**src/rtl/inst_fetch_ctrl_if.sv**
```systemverilog
// Bundles the fetch-stage control, instruction-memory port and debug read
// port between inst_fetch_ctrl and its surroundings.
interface inst_fetch_ctrl_if;
    logic        Freeze;
    logic        Branch_taken;
    logic [31:0] Branch_addr;
    logic [31:0] Mem_addr;
    logic [31:0] Mem_data;
    logic [31:0] IF_Instruction;
    logic [31:0] IF_PC_plus4;
    logic        IF_Valid;
    logic        Dbg_req;
    logic [31:0] Dbg_addr;
    logic        Dbg_ack;
    logic [31:0] Dbg_data;
    logic        Halted;

    modport master (
        output Freeze, Branch_taken, Branch_addr, Mem_data, Dbg_req, Dbg_addr,
        input  Mem_addr, IF_Instruction, IF_PC_plus4, IF_Valid, Dbg_ack, Dbg_data, Halted
    );

    modport slave (
        input  Freeze, Branch_taken, Branch_addr, Mem_data, Dbg_req, Dbg_addr,
        output Mem_addr, IF_Instruction, IF_PC_plus4, IF_Valid, Dbg_ack, Dbg_data, Halted
    );
endinterface

```
**src/rtl/inst_fetch_ctrl.sv**
```systemverilog
// MIPS IF stage sequencer: owns PC and the IF/ID register, handles stall and
// branch flush, and lends the instruction-memory port to a debug reader when idle.
module inst_fetch_ctrl #(
    parameter int unsigned ADDR_BITS   = 3,
    parameter logic [31:0] RESET_PC    = 32'h0,
    parameter bit          HALT_AT_END = 1'b1
) (
    input  logic               clk,
    input  logic               rst,
    inst_fetch_ctrl_if.slave   bus
);
    localparam int unsigned W = 32;

    typedef enum logic [1:0] {START, RUN, HALT} state_t;

    state_t         state, state_n;
    logic [W-1:0]   pc, pc_n;
    logic [W-1:0]   if_instr, if_instr_n;
    logic [W-1:0]   if_pc4, if_pc4_n;
    logic           if_valid, if_valid_n;
    logic           halted, halted_n;
    logic           dbg_ack;
    logic [W-1:0]   dbg_data;
    logic           gnt;
    logic           last_word;
    logic [W-1:0]   pc_plus4;
    logic [W-1:0]   branch_target;
    logic           unused_lo_bits;

    assign unused_lo_bits = ^{bus.Dbg_addr[1:0], bus.Branch_addr[1:0]};

    // Debug may only borrow the port when fetch is not using it this cycle
    assign gnt           = bus.Dbg_req & ((state != RUN) | (bus.Freeze & ~bus.Branch_taken));
    assign bus.Mem_addr  = gnt ? {bus.Dbg_addr[31:2], 2'b00} : pc;
    assign pc_plus4      = pc + W'(4);
    assign branch_target = {bus.Branch_addr[31:2], 2'b00};
    assign last_word     = (pc[ADDR_BITS+1:2] == {ADDR_BITS{1'b1}});

    always_ff @(posedge clk or posedge rst) begin
        if (rst) begin
            state <= START;
        end else begin
            state <= state_n;
        end
    end

    always_comb begin
        state_n    = state;
        pc_n       = pc;
        if_instr_n = if_instr;
        if_pc4_n   = if_pc4;
        if_valid_n = if_valid;
        halted_n   = halted;
        unique case (state)
            START: state_n = RUN;
            RUN: begin
                if (bus.Branch_taken) begin
                    pc_n       = branch_target;
                    if_instr_n = '0;
                    if_valid_n = 1'b0;
                end else if (!bus.Freeze) begin
                    pc_n       = pc_plus4;
                    if_instr_n = bus.Mem_data;
                    if_pc4_n   = pc_plus4;
                    if_valid_n = 1'b1;
                    if (HALT_AT_END && last_word) begin
                        state_n  = HALT;
                        halted_n = 1'b1;
                    end
                end
            end
            HALT: begin
                // Only a redirect from an older in-flight branch can restart fetch
                if_instr_n = '0;
                if_valid_n = 1'b0;
                if (bus.Branch_taken) begin
                    state_n  = RUN;
                    pc_n     = branch_target;
                    halted_n = 1'b0;
                end
            end
            default: state_n = START;
        endcase
    end

    always_ff @(posedge clk or posedge rst) begin
        if (rst) begin
            pc       <= RESET_PC;
            if_instr <= '0;
            if_pc4   <= '0;
            if_valid <= 1'b0;
            halted   <= 1'b0;
        end else begin
            pc       <= pc_n;
            if_instr <= if_instr_n;
            if_pc4   <= if_pc4_n;
            if_valid <= if_valid_n;
            halted   <= halted_n;
        end
    end

    always_ff @(posedge clk or posedge rst) begin
        if (rst) begin
            dbg_ack  <= 1'b0;
            dbg_data <= '0;
        end else begin
            dbg_ack <= gnt;
            if (gnt) begin
                dbg_data <= bus.Mem_data;
            end
        end
    end

    assign bus.IF_Instruction = if_instr;
    assign bus.IF_PC_plus4    = if_pc4;
    assign bus.IF_Valid       = if_valid;
    assign bus.Halted         = halted;
    assign bus.Dbg_ack        = dbg_ack;
    assign bus.Dbg_data       = dbg_data;
endmodule

```
**src/flat_wrapper.sv**
```systemverilog
// flat-port wrapper written by rule: the top's interface ports become plain ports
module inst_fetch_ctrl_flat 
#(
    parameter int unsigned ADDR_BITS   = 3,
    parameter logic [31:0] RESET_PC    = 32'h0,
    parameter bit          HALT_AT_END = 1'b1
)
  (clk, rst, bus_Freeze, bus_Branch_taken, bus_Branch_addr, bus_Mem_data, bus_Dbg_req, bus_Dbg_addr, bus_Mem_addr, bus_IF_Instruction, bus_IF_PC_plus4, bus_IF_Valid, bus_Dbg_ack, bus_Dbg_data, bus_Halted);
  inst_fetch_ctrl_if bus_i ();
  input  logic clk;
  input  logic rst;
  input wire logic [$bits(bus_i.Freeze)-1:0] bus_Freeze;
  input wire logic [$bits(bus_i.Branch_taken)-1:0] bus_Branch_taken;
  input wire logic [$bits(bus_i.Branch_addr)-1:0] bus_Branch_addr;
  input wire logic [$bits(bus_i.Mem_data)-1:0] bus_Mem_data;
  input wire logic [$bits(bus_i.Dbg_req)-1:0] bus_Dbg_req;
  input wire logic [$bits(bus_i.Dbg_addr)-1:0] bus_Dbg_addr;
  output wire logic [$bits(bus_i.Mem_addr)-1:0] bus_Mem_addr;
  output wire logic [$bits(bus_i.IF_Instruction)-1:0] bus_IF_Instruction;
  output wire logic [$bits(bus_i.IF_PC_plus4)-1:0] bus_IF_PC_plus4;
  output wire logic [$bits(bus_i.IF_Valid)-1:0] bus_IF_Valid;
  output wire logic [$bits(bus_i.Dbg_ack)-1:0] bus_Dbg_ack;
  output wire logic [$bits(bus_i.Dbg_data)-1:0] bus_Dbg_data;
  output wire logic [$bits(bus_i.Halted)-1:0] bus_Halted;
  assign bus_i.Freeze = bus_Freeze;
  assign bus_i.Branch_taken = bus_Branch_taken;
  assign bus_i.Branch_addr = bus_Branch_addr;
  assign bus_i.Mem_data = bus_Mem_data;
  assign bus_i.Dbg_req = bus_Dbg_req;
  assign bus_i.Dbg_addr = bus_Dbg_addr;
  assign bus_Mem_addr = bus_i.Mem_addr;
  assign bus_IF_Instruction = bus_i.IF_Instruction;
  assign bus_IF_PC_plus4 = bus_i.IF_PC_plus4;
  assign bus_IF_Valid = bus_i.IF_Valid;
  assign bus_Dbg_ack = bus_i.Dbg_ack;
  assign bus_Dbg_data = bus_i.Dbg_data;
  assign bus_Halted = bus_i.Halted;
  inst_fetch_ctrl #(.ADDR_BITS(ADDR_BITS), .RESET_PC(RESET_PC), .HALT_AT_END(HALT_AT_END)) u_core (.clk(clk), .rst(rst), .bus(bus_i));
endmodule
```
**config.mk**
```make
export PLATFORM = sky130hd
export DESIGN_NAME = inst_fetch_ctrl_flat
export DESIGN_NICKNAME = d
export VERILOG_FILES = /design/src/rtl/inst_fetch_ctrl_if.sv /design/src/rtl/inst_fetch_ctrl.sv /design/src/flat_wrapper.sv
export SDC_FILE = /design/constraint.sdc
export NUM_CORES = 1
export LEC_CHECK = 0
export ABC_CLOCK_PERIOD_IN_PS = 4950
export BUFFER_PORTS_ARGS = -buffer_cell sky130_fd_sc_hd__buf_2
export CAP_MARGIN = 20
export CORE_AREA = 2 2 121 123
export CTS_BUF_LIST = sky130_fd_sc_hd__clkbuf_16
export DETAILED_ROUTE_END_ITERATION = 12
export DIE_AREA = 0 0 123 125
export PLACE_DENSITY = 0.7
export SLEW_MARGIN = 20
export SYNTH_ARGS = -nofsm -noshare
export SYNTH_HDL_FRONTEND = slang
export SYNTH_SLANG_ARGS = --single-unit
```
**constraint.sdc**
```tcl
create_clock -name clk -period 4.95 [get_ports clk]
set_input_delay 0.99 -clock clk [delete_from_list [all_inputs] [get_ports clk]]
set_output_delay 0.99 -clock clk [all_outputs]
set_load 0.03 [all_outputs]
```
==> results.md <==
* Worst reg2reg path startpoint: u_core.pc[4]
* Actual transition at the worst max-transition pin at 984 ps
* R2R setup slack at 2490 ps
* Met3 global-route usage at 0.0730
* VDD IR-drop max at 339 uV
* Wire length of the first global-routing pass at 28.3 mm
* Summed instance area of the synthesized netlist at 6210 sq um
* Fraction of synthesized cell area in xor and xnor cells at 0.0381
* Kind of end point of the critical path: output port
* Global-route layer with the greatest usage: met2
* # resized after CTS at 0
* TritonCTS Sinks at 129
* Drt total wl at 17.8 mm
* Mean Syn Cell Area at 8.88 sq um
* Most common cell after layout, fill and taps aside: nand2_1
* Fmax achieved at 267 MHz
* TritonCTS clock tree: done
* End point of the most critical hold path: u_core.bus.Dbg_data[14]
* Layout filler cell count at 1318
* Compound-cell area share of the yosys netlist at 0.164
* Clock transition at the registers of the reported paths at 60 ps
* Setup TNS Final at 0 ps
* Remaining number of nets flagged by the antenna check after routing at 0
* Cell chosen for the clock root: clkbuf_16
* Basic-gate share of the synthesized area counting and, or, nand and nor cells at 0.231
* Data required, critical path at 3960 ps
* Fin crit share at 0.755
* Cell depth of the worst flop-to-flop path at 5
* Dominant combinational cell family by area after synthesis: simple AND/OR/NAND/NOR gates
* Share of the yosys chip area belonging to registers at 0.520
* Utilization after layout at 0.571
* Via count at 5755
* Highest-count cells in the layout ignoring fill and taps: nand2_1 (244), buf_2 (223), dfrtp_1 (129)
* Hold path depth at 2
* Post-synthesis adder-cell area fraction at 0.00403
* Worst R2R End: u_core.pc[19]
* Vias in the first global route at 5583
* Post-synth ARST share at 1.00
* Final Setup Violations at 0
* Total track usage at 0.237
* Number of antenna violations at the first check in global routing at 0
* Total Die Area at 15400 sq um
* Clock skew at 7.57 ps
* Die boundary height at 125 um
* Fraction of layout cells with a size suffix above 1 at 0.309
* Number of setup buffers added after CTS at 0
* Status: completed
* Power density over the cells at 593 nW/um^2
* Crit path arrival time at 2750 ps
* Leakage power summed over all cells at 4.17 nW
* Total Nets Final at 1004
* Number of enable flip-flop cells after synthesis at 0
* Number of antenna repair diodes at 0
* Unrepaired setup endpoints after global routing: no
* Element type at the critical path start: primary input
* H-tree level count at 4
* Iteration-0 DRC count of the detailed router at 350
* Final estimated routing congestion in global placement at 0.838
* Post-synthesis register bit count at 129
* Worst min path class: register to register
* Remaining Overflow, GRT at 0
* Clock latency of the later-clocked register in the worst-skew pair at 420 ps
* Mean number of vias per cell at 5.24
* Die width at 123 um
* Area growth from synthesis to layout at 30.7%
* Classification of the worst setup path: primary input to output port
* Area of the placeable core at 14200 sq um
* Post-CTS Hold Fix Bufs at 0
* Yosys cell types at 50
* Worst max-slew margin expressed relative to the limit at 0.338
* Total placed instance area at 7450 sq um
* Number of buffers inserted by port buffering at 223
* Post-synth top flop: dfrtp_1
* Site Rows at 44
* Final Max Tran Viols at 0
* I/O pin total at 232
* Number of buffers on the longest clock path at 2
* Yosys warning total at 0
* DP Wirelength at 12.1 mm
* Minimum period implied by the final worst setup slack at 3740 ps
* Met1 Use GR at 0.315
* Maximum number of pins on one net before global-route repair at 72
* Routed length per instance at 16.2 um
* Max FO, Critical Path at 43
* Final number of hold-violating endpoints at 0
* DRC Markers at 0
* Max-Cap Viols at 0
* TritonRoute pass-1 iters at 5
* Starting Density at 0.437
* Mux contribution to synthesized area at 0.00161
* Final instance area at 8110 sq um
* Clock buffers created by TritonCTS at 17
* Launch point of the worst hold path: u_core.bus.Dbg_data[14]
* Number of standard cells after synthesis at 699
* Met2 track demand over resource at 0.364
## how the worst max path moves through the flow
stage                                 from            endpoint
after floorplan                        rst  u_core.bus.Dbg_ack
after global placement    bus_Branch_taken     bus_Mem_addr[4]
after detailed placement  bus_Branch_taken     bus_Mem_addr[4]
after CTS                 bus_Branch_taken     bus_Mem_addr[4]
after global routing      bus_Branch_taken     bus_Mem_addr[7]
final                     bus_Branch_taken     bus_Mem_addr[4]
## synthesized netlist by cell type (4+ instances only)
library cell / number / area (sq um)
or3_1: 4 / 25.0
nand3_1: 11 / 55.1
clkbuf_1: 41 / 154
o2bb2a_1: 7 / 70.1
o22a_1: 6 / 52.6
nand2_1: 244 / 916
nand4_1: 8 / 50.1
nor2_1: 19 / 71.3
inv_1: 10 / 37.5
a311oi_1: 5 / 43.8
nor3_1: 16 / 80.1
o21ai_0: 39 / 195
buf_4: 4 / 30.0
a22o_1: 32 / 280
nor4_1: 4 / 25.0
and3_1: 6 / 37.5
xnor2_1: 15 / 131
a21oi_1: 24 / 120
dfrtp_1: 129 / 3230
o21ai_1: 4 / 20.0
o22ai_1: 16 / 100
xor2_1: 12 / 105
## report_power, final
part           internal [mW]  switching [mW]  leakage (nW)
Combinational          0.528            1.24          2.26
Clock                  0.942           0.480         0.328
Sequential              1.36           0.262          1.58
Total                   2.83            1.98          4.17
## final cells by class
class,instances,area (sq um),share of cell area
tap,184,230,0.0284
multi-input combinational,512,2770,0.342
timing repair buffer,231,1180,0.145
clock inverter,15,241,0.0298
clock buffer,17,425,0.0524
sequential,129,3230,0.398
inverter,10,40.0,0.00494
## worst max-delay path, stage by stage
cell and delay, ps:
buf_2 200, nor2b_1 430, o21ai_4 80, inv_2 600, nand2_1 170, nand2_1 90, buf_2 190
## per-layer routing
layer | vias up | wire length [um]
met3 | 30 | 1470
met2 | 239 | 8070
met1 | 2697 | 7860
li1 | 2789 | -
met4 | 0 | 369
met5 | - | 0
## state kept, by name, summed over array words and instances (netlist names)
| name | flops |
|---|---|
| u_core.bus.IF_PC_plus4 | 30 |
| u_core.state | 2 |
| u_core.bus.Dbg_data | 32 |
| u_core.bus.IF_Instruction | 32 |
| u_core.pc | 30 |
| u_core.bus.IF_Valid | 1 |
| u_core.bus.Halted | 1 |
| u_core.bus.Dbg_ack | 1 |
## per-stage QoR
stage / std cells / hold slack (ps) / power (mW) / setup slack [ps]
CTS: 1098 / 477 / 4.84 / 1170
detailed placement: 1066 / 457 / 3.41 / 1170
global placement: 1066 / 455 / 3.38 / 1180
finish: 1098 / 473 / 4.81 / 1210
floorplan: 702 / 515 / 2.84 / 519
global route: 1098 / 494 / 5.08 / 998
## kinds of logic (layout without fill, tap and decap cells)
group | count (synthesis) | count (layout)
multiplexers | 1 | 1
flip-flops | 129 | 129
AND/OR/NAND/NOR | 330 | 330
buffers and inverters | 61 | 273
XOR/XNOR | 27 | 27
adder cells (fa/ha/maj) | 2 | 2
AO/OA/AOI/OAI | 148 | 148
other | 1 | 4
Power figures use the tool's default switching activity.
